<file path="src/rtl/hazard_forward_unit.sv">
// Hazard and forwarding controller for the 5-stage RV32I pipeline.
// Keeps a shadow EX/MEM/WB scoreboard and drives operand-mux selects plus stall/flush controls.
module hazard_forward_unit #(
   parameter int REG_ADDR_W  = 5,
   parameter int STALL_CNT_W = 16
) (
   input  logic                   clk,
   input  logic                   rst,
   input  logic                   id_valid,
   input  logic [REG_ADDR_W-1:0]  id_rs1,
   input  logic [REG_ADDR_W-1:0]  id_rs2,
   input  logic                   id_uses_rs1,
   input  logic                   id_uses_rs2,
   input  logic [REG_ADDR_W-1:0]  id_rd,
   input  logic                   id_reg_write,
   input  logic                   id_mem_read,
   input  logic                   redirect,
   input  logic                   stall_ext,
   output logic [1:0]             fwd_a_sel,
   output logic [1:0]             fwd_b_sel,
   output logic                   pc_write_en,
   output logic                   if_id_write_en,
   output logic                   if_id_flush,
   output logic                   id_ex_bubble,
   output logic [STALL_CNT_W-1:0] stall_count
);

   typedef struct packed {
      logic                  valid;
      logic [REG_ADDR_W-1:0] rd;
      logic                  reg_write;
      logic                  mem_read;
      logic [REG_ADDR_W-1:0] rs1;
      logic [REG_ADDR_W-1:0] rs2;
   } slot_t;

   slot_t ex_slot;
   slot_t mem_slot;
   slot_t wb_slot;

   logic load_use;
   logic count_stall;

   // A load in MEM has no ALU result worth forwarding yet, so only WB may supply load data.
   function automatic logic [1:0] pick_source(input slot_t ex, input slot_t mem, input slot_t wb,
                                               input logic [REG_ADDR_W-1:0] src);
      logic [1:0] sel;
      sel = 2'b00;
      if (ex.valid) begin
         if (mem.valid && mem.reg_write && !mem.mem_read && (mem.rd != '0) && (mem.rd == src))
            sel = 2'b01;
         else if (wb.valid && wb.reg_write && (wb.rd != '0) && (wb.rd == src))
            sel = 2'b10;
      end
      return sel;
   endfunction

   always_comb begin
      load_use = ex_slot.valid && ex_slot.mem_read && (ex_slot.rd != '0) && id_valid &&
                 ((id_uses_rs1 && (id_rs1 == ex_slot.rd)) ||
                  (id_uses_rs2 && (id_rs2 == ex_slot.rd)));
   end

   // Control priority: reset, external freeze, redirect, load-use, normal run.
   always_comb begin
      fwd_a_sel      = pick_source(ex_slot, mem_slot, wb_slot, ex_slot.rs1);
      fwd_b_sel      = pick_source(ex_slot, mem_slot, wb_slot, ex_slot.rs2);
      pc_write_en    = 1'b1;
      if_id_write_en = 1'b1;
      if_id_flush    = 1'b0;
      id_ex_bubble   = 1'b0;
      count_stall    = 1'b0;
      if (rst) begin
         fwd_a_sel = 2'b00;
         fwd_b_sel = 2'b00;
      end else if (stall_ext) begin
         pc_write_en    = 1'b0;
         if_id_write_en = 1'b0;
      end else if (redirect) begin
         if_id_flush  = 1'b1;
         id_ex_bubble = 1'b1;
      end else if (load_use) begin
         pc_write_en    = 1'b0;
         if_id_write_en = 1'b0;
         id_ex_bubble   = 1'b1;
         count_stall    = 1'b1;
      end
   end

   // Scoreboard advances with the datapath registers; the counter saturates instead of wrapping.
   always_ff @(posedge clk) begin
      if (rst) begin
         ex_slot     <= '0;
         mem_slot    <= '0;
         wb_slot     <= '0;
         stall_count <= '0;
      end else if (!stall_ext) begin
         wb_slot  <= mem_slot;
         mem_slot <= ex_slot;
         if (id_ex_bubble || !id_valid) begin
            ex_slot <= '0;
         end else begin
            ex_slot.valid     <= 1'b1;
            ex_slot.rd        <= id_rd;
            ex_slot.reg_write <= id_reg_write;
            ex_slot.mem_read  <= id_mem_read;
            ex_slot.rs1       <= id_rs1;
            ex_slot.rs2       <= id_rs2;
         end
         if (count_stall && (stall_count != '1))
            stall_count <= stall_count + 1'b1;
      end
   end

endmodule
</file>
<file path="config.mk">
export PLATFORM = sky130hd
export DESIGN_NAME = hazard_forward_unit
export DESIGN_NICKNAME = d
export VERILOG_FILES = /design/src/rtl/hazard_forward_unit.sv
export SDC_FILE = /design/constraint.sdc
export NUM_CORES = 1
export LEC_CHECK = 0
export CAP_MARGIN = 0
export CORE_AREA = 2 2 61 106
export DETAILED_ROUTE_END_ITERATION = 12
export DIE_AREA = 0 0 63 108
export PLACE_DENSITY = 0.74
export SYNTH_ARGS = -nofsm -noshare
export SYNTH_HDL_FRONTEND = slang
export SYNTH_SLANG_ARGS = --single-unit
</file>
<file path="constraint.sdc">
create_clock -name clk -period 3.5 [get_ports clk]
set_input_delay 0.35 -clock clk [delete_from_list [all_inputs] [get_ports clk]]
set_output_delay 0.35 -clock clk [all_outputs]
set_load 0.02 [all_outputs]
</file>
# Yosys cells after proc, flatten, opt, wreduce, memory -nomap -nowiden
# Index checks and enable logic that the tools add are counted.
dict set report totals {
  out_inout_bits 24
  ff_bits 49
  input_bits 24
  word_cells 70
}
dict set report op_classes {
  reduce_logical 24
  n_mux 23
  add_sub_neg 1
  bitwise 1
  n_eq_ne 7
}
# cell count
set op_table {}
lappend op_table {{$eq A5 B5 Y1} 6}
lappend op_table {{$mux W18} 1}
lappend op_table {{$add A16 B1 Y16 const B} 1}
lappend op_table {{$logic_and A1 B1 Y1} 16}
lappend op_table {{$mux W2} 8}
lappend op_table {{$ne A16 B16 Y1 const B} 1}
lappend op_table {{$reduce_bool A5 Y1} 3}
lappend op_table {{$mux W1} 14}
lappend op_table {{$logic_not A1 Y1} 2}
lappend op_table {{$logic_or A1 B1 Y1} 2}
lappend op_table {{$reduce_and A2 Y1} 1}
lappend op_table {{$not A1 Y1} 1}

# Depth between registers and ports, before layout
dict set report depth {
  depth_word 10
  ltp_mapped 8
  depth_no_buf 6
}

# Worst setup path before layout
# No wires, ideal clock.
dict set report synth_path {
  path_type {reg-to-output}
  startpoint {reg ex_slot[12] in the netlist's numbering}
  endpoint {out pc_write_en}
  t_required_ns 3.150
  path_buffers 3
  path_stages_with_launch 9
  path_slack_ns 1.217
  t_arrival_ns 1.933
  cell_sequence {dfxtp_1 clkbuf_1 xor2_1 nor4_1 a32oi_1 clkbuf_1 nor3_1 a21oi_1 buf_4}
}
dict set report synth_via {
  elab_chain_len 8
  elab_cells_between_ends 13
  classes_between {2 x eq/ne; 4 x mux; 7 x reduce/logical}
}
# item line_no
set synth_rtl {}
lappend synth_rtl {{start, declared} 37} ;# slot_t ex_slot;
lappend synth_rtl {{$eq A5 B5 Y1 (tied with other cells)} 60} ;# ((id_uses_rs1 && (id_rs1 == ex_slot.rd)) ||
lappend synth_rtl {{$logic_and A1 B1 Y1, on equally long branches} {60, 59, 61}}
lappend synth_rtl {{$logic_or A1 B1 Y1 / $logic_and A1 B1 Y1 (equally long branches)} {60, 59}}
lappend synth_rtl {{$logic_and A1 B1 Y1 *} 59} ;# load_use = ex_slot.valid && ex_slot.mem_read && (ex_slot.rd != '0) && id_valid &&
lappend synth_rtl {{$mux W1 * (4 in series)} --}
lappend synth_rtl {{end, declared} 21} ;# output logic pc_write_en,
# Mark *: on every way between the ends. The rest lies on a longest branch, timed or not.

# Final worst setup path
dict set report layout_path {
  startpoint {in id_rs1[2]}
  endpoint {out if_id_write_en}
}
dict set report layout_via {
  elab_chain_len 8
}
# item line_no
set layout_rtl {}
lappend layout_rtl {{start, declared} 10} ;# input logic [REG_ADDR_W-1:0] id_rs1,
lappend layout_rtl {{$eq A5 B5 Y1} 60}
lappend layout_rtl {{$logic_and A1 B1 Y1} 60}
lappend layout_rtl {{$logic_or A1 B1 Y1} 60}
lappend layout_rtl {{$logic_and A1 B1 Y1} 59}
lappend layout_rtl {{$mux W1} 82} ;# end else if (load_use) begin
lappend layout_rtl {{$mux W1} 79} ;# end else if (redirect) begin
lappend layout_rtl {{$mux W1} 76} ;# end else if (stall_ext) begin
lappend layout_rtl {{$mux W1} 73} ;# if (rst) begin
lappend layout_rtl {{end, declared} 22} ;# output logic if_id_write_en,
# Every way passes these cells.

==> metrics.txt <==
status finished clean; post-synthesis cell count 275; worst hold path type reg2reg; Ys Warns 0; WHS 0.508 ns; pin count of the biggest net entering global routing 41; Syn Std Cell Area 2570 µm²; WS Path Type in2out; Starting Density 0.438; I/O Pins 48; post-CTS setup buffers 0; Max Cap Violations 0; syn nets 300; # DRC 0; Die Wd 63 µm; Remaining Overflow, GRT 0; Worst R2R End ex_slot[5]$_SDFFE_PP0N_; crit share post-route 0.850; Leak 1.19 nW; Buffers on Ports 47; Rows 37; CP required 3.15 ns; Post-CTS Resized 0; Detailed Place HPWL 4550 µm; CTS H-tree depth 2; most common cell after layout, fill and taps aside dfxtp_1; VDD IR max 0.277 mV; Cells on Worst Hold Path 1; internal cell power 0.898 mW; Final GP Congestion 0.896; Antenna Nets Post-Route 0; clk_lat worst skew 0.30 ns; share of cells above drive strength 1 0.0823; CP endpoint if_id_write_en; clock period minus worst slack 2.97 ns; total power 1.14 mW; Crit Reg-Reg Startpoint ex_slot[16]$_SDFFE_PP0N_; Syn-to-layout area delta 23.6%; initial antenna violation count 0; EDFF count, synth 0; Cell Pwr Density 359 nW/µm²; Worst Skew 0.00442 ns; Final Hold Viols 0; overall routed net length 5960 µm; Async S/R FF share, synth 0; critical path fanouts, max 5; via count 2196; clk root buf clkbuf_8; CP Capture Type output pin; CTS Buf Count 5; Clock power frac 0.414; Layout Nets 340; CTS tree built; nature of the critical path startpoint input port; #FFs+latches synth 49; syn avg cell area 9.36 µm²; Most Crowded Layer GR met2; Main synth FF type dfxtp_1; M1 GR Usage 0.190; crit path from id_rs1[2]; CP arrival 2.62 ns; R2R Setup Slk 1.28 ns; Design Area, Final 3180 µm²; setup TNS 0 ns; Placed Area 3050 µm²; routed len/inst 15.1 µm; Sink Count 49; DIE HEIGHT 108 µm; count of different cell masters after synthesis 47; Worst-path clk slew 0.09 ns; final setup violation count 0; Clock Path Buffers 2; Core ar. 5880 µm²; Rel. slew slack 0.553; sequential area share after synthesis 0.381; Setup WS pre-CTS 0.465 ns; number of diodes 0; Max Freq 336 MHz; global-route wire length before repair 10200 µm; drt pass-1 iters 5; fin worst setup slack 0.525 ns; most frequent cells in the layout 49 x dfxtp_1, 47 x clkdlybuf4s50_1, 31 x nor2_1; RSZ-0062 raised after global routing false; via/cell ratio 5.57; Tot GR Track Use 0.189; met2 Track Usage GR 0.362; Hold-fix buffers, CTS 0; vias in the first global route 2241; Flop pwr share 0.502; Slew Limit Fails 0; net switching power 0.243 mW; Comb power frac 0.084; Tightest Pin Transition 0.670 ns; r2r worst-path depth 5; Die Footprint 6800 µm²; Sw Ratio 0.213; DRT iter0 DRCs 82; routing usage on met3 0.0333
[worst min path at each step]
| stage | startpoint | endpoint | slack [ns] |
|---|---|---|---|
| final | ex_slot[11]$_SDFFE_PP0N_ | ex_slot[11]$_SDFFE_PP0N_ | 0.51 |
| after global routing | wb_slot[17]$_SDFFE_PP0N_ | wb_slot[17]$_SDFFE_PP0N_ | 0.55 |
| after CTS | ex_slot[11]$_SDFFE_PP0N_ | ex_slot[11]$_SDFFE_PP0N_ | 0.52 |
| after detailed placement | wb_slot[17]$_SDFFE_PP0N_ | wb_slot[17]$_SDFFE_PP0N_ | 0.50 |
| after global placement | wb_slot[17]$_SDFFE_PP0N_ | wb_slot[17]$_SDFFE_PP0N_ | 0.48 |
| after floorplan | ex_slot[11]$_SDFFE_PP0N_ | ex_slot[11]$_SDFFE_PP0N_ | 0.45 |
[layer usage]
layer,vias to the layer above,wire [µm]
li1,1072,-
met1,1022,2280
met2,78,3190
met3,24,260
met4,0,227
met5,-,0
[area by class of cell]
| class | count | area (µm²) |
|---|---|---|
| sequential | 49 | 981 |
| inverter | 3 | 11.3 |
| timing repair buffer | 51 | 500 |
| fill | 555 | 2700 |
| multi-input combinational | 205 | 1460 |
| tap | 78 | 97.6 |
| clock inverter | 3 | 65.1 |
| clock buffer | 5 | 68.8 |
[state kept, by name, summed over array words and instances (netlist names)]
| signal | cells |
|---|---|
| stall_count | 16 |
| ex_slot | 18 |
| wb_slot | 7 |
| mem_slot | 8 |
[logic make-up (layout without fill, tap and decap cells)]
logic type	after synthesis	after routing	share of synthesized area
AOI/OAI and AO/OA	49	49	0.134
adders and majority gates	1	1	0.00486
buffers and inverters	21	62	0.0530
xor gates and xnor gates	30	30	0.102
DFF	49	49	0.381
and+or+nand+nor	106	106	0.243
muxes	19	19	0.0817
[metrics by stage]
step           utilization  instances
3_5_place_dp         0.518        386
5_1_grt              0.541        394
6_report             0.541        394
4_1_cts              0.541        394
2_1_floorplan            -        275
3_3_place_gp         0.518        386
[power groups by stage]
stage	registers, mW	logic (mW)	clock network, mW
2_1_floorplan	0.583	0.0543	0
3_3_place_gp	0.586	0.0956	0
3_5_place_dp	0.587	0.0966	0
4_1_cts	0.573	0.0970	0.483
5_1_grt	0.575	0.106	0.499
6_report	0.573	0.0958	0.472
[cells in the mapped netlist (2+ instances only)]
library cell  instances  area share
nor4_1                6       0.015
nor2b_1               5       0.012
or4_1                 6       0.017
o21ai_1               2      0.0039
nand3_1               7       0.014
dfxtp_1              49        0.38
mux2i_1              15       0.058
buf_4                 2      0.0058
buf_6                 4       0.017
mux2_4                4       0.023
nand4_1              11       0.027
nand2_1               8       0.012
or3_1                 8       0.019
xor2_1               18       0.061
xnor2_1              12       0.041
and2_1                2      0.0049
buf_1                 2      0.0029
o31ai_1               4       0.012
inv_1                 3      0.0044
clkbuf_1              6      0.0087
o21ai_0               6       0.012
nor3_1                8       0.016
a21oi_1              13       0.025
buf_2                 3      0.0058
nor2_1               31       0.045
nor3_2                3       0.012
a22o_1               17       0.058
[worst max-delay path: stages]
cell	delay (ns)
clkdlybuf4s50_1	0.49
xor2_1	0.18
nor4_1	0.08
a32oi_1	0.52
nor3_1	0.17
a21oi_1	0.20
clkdlybuf4s50_1	0.63
Power figures use the tool's default switching activity.
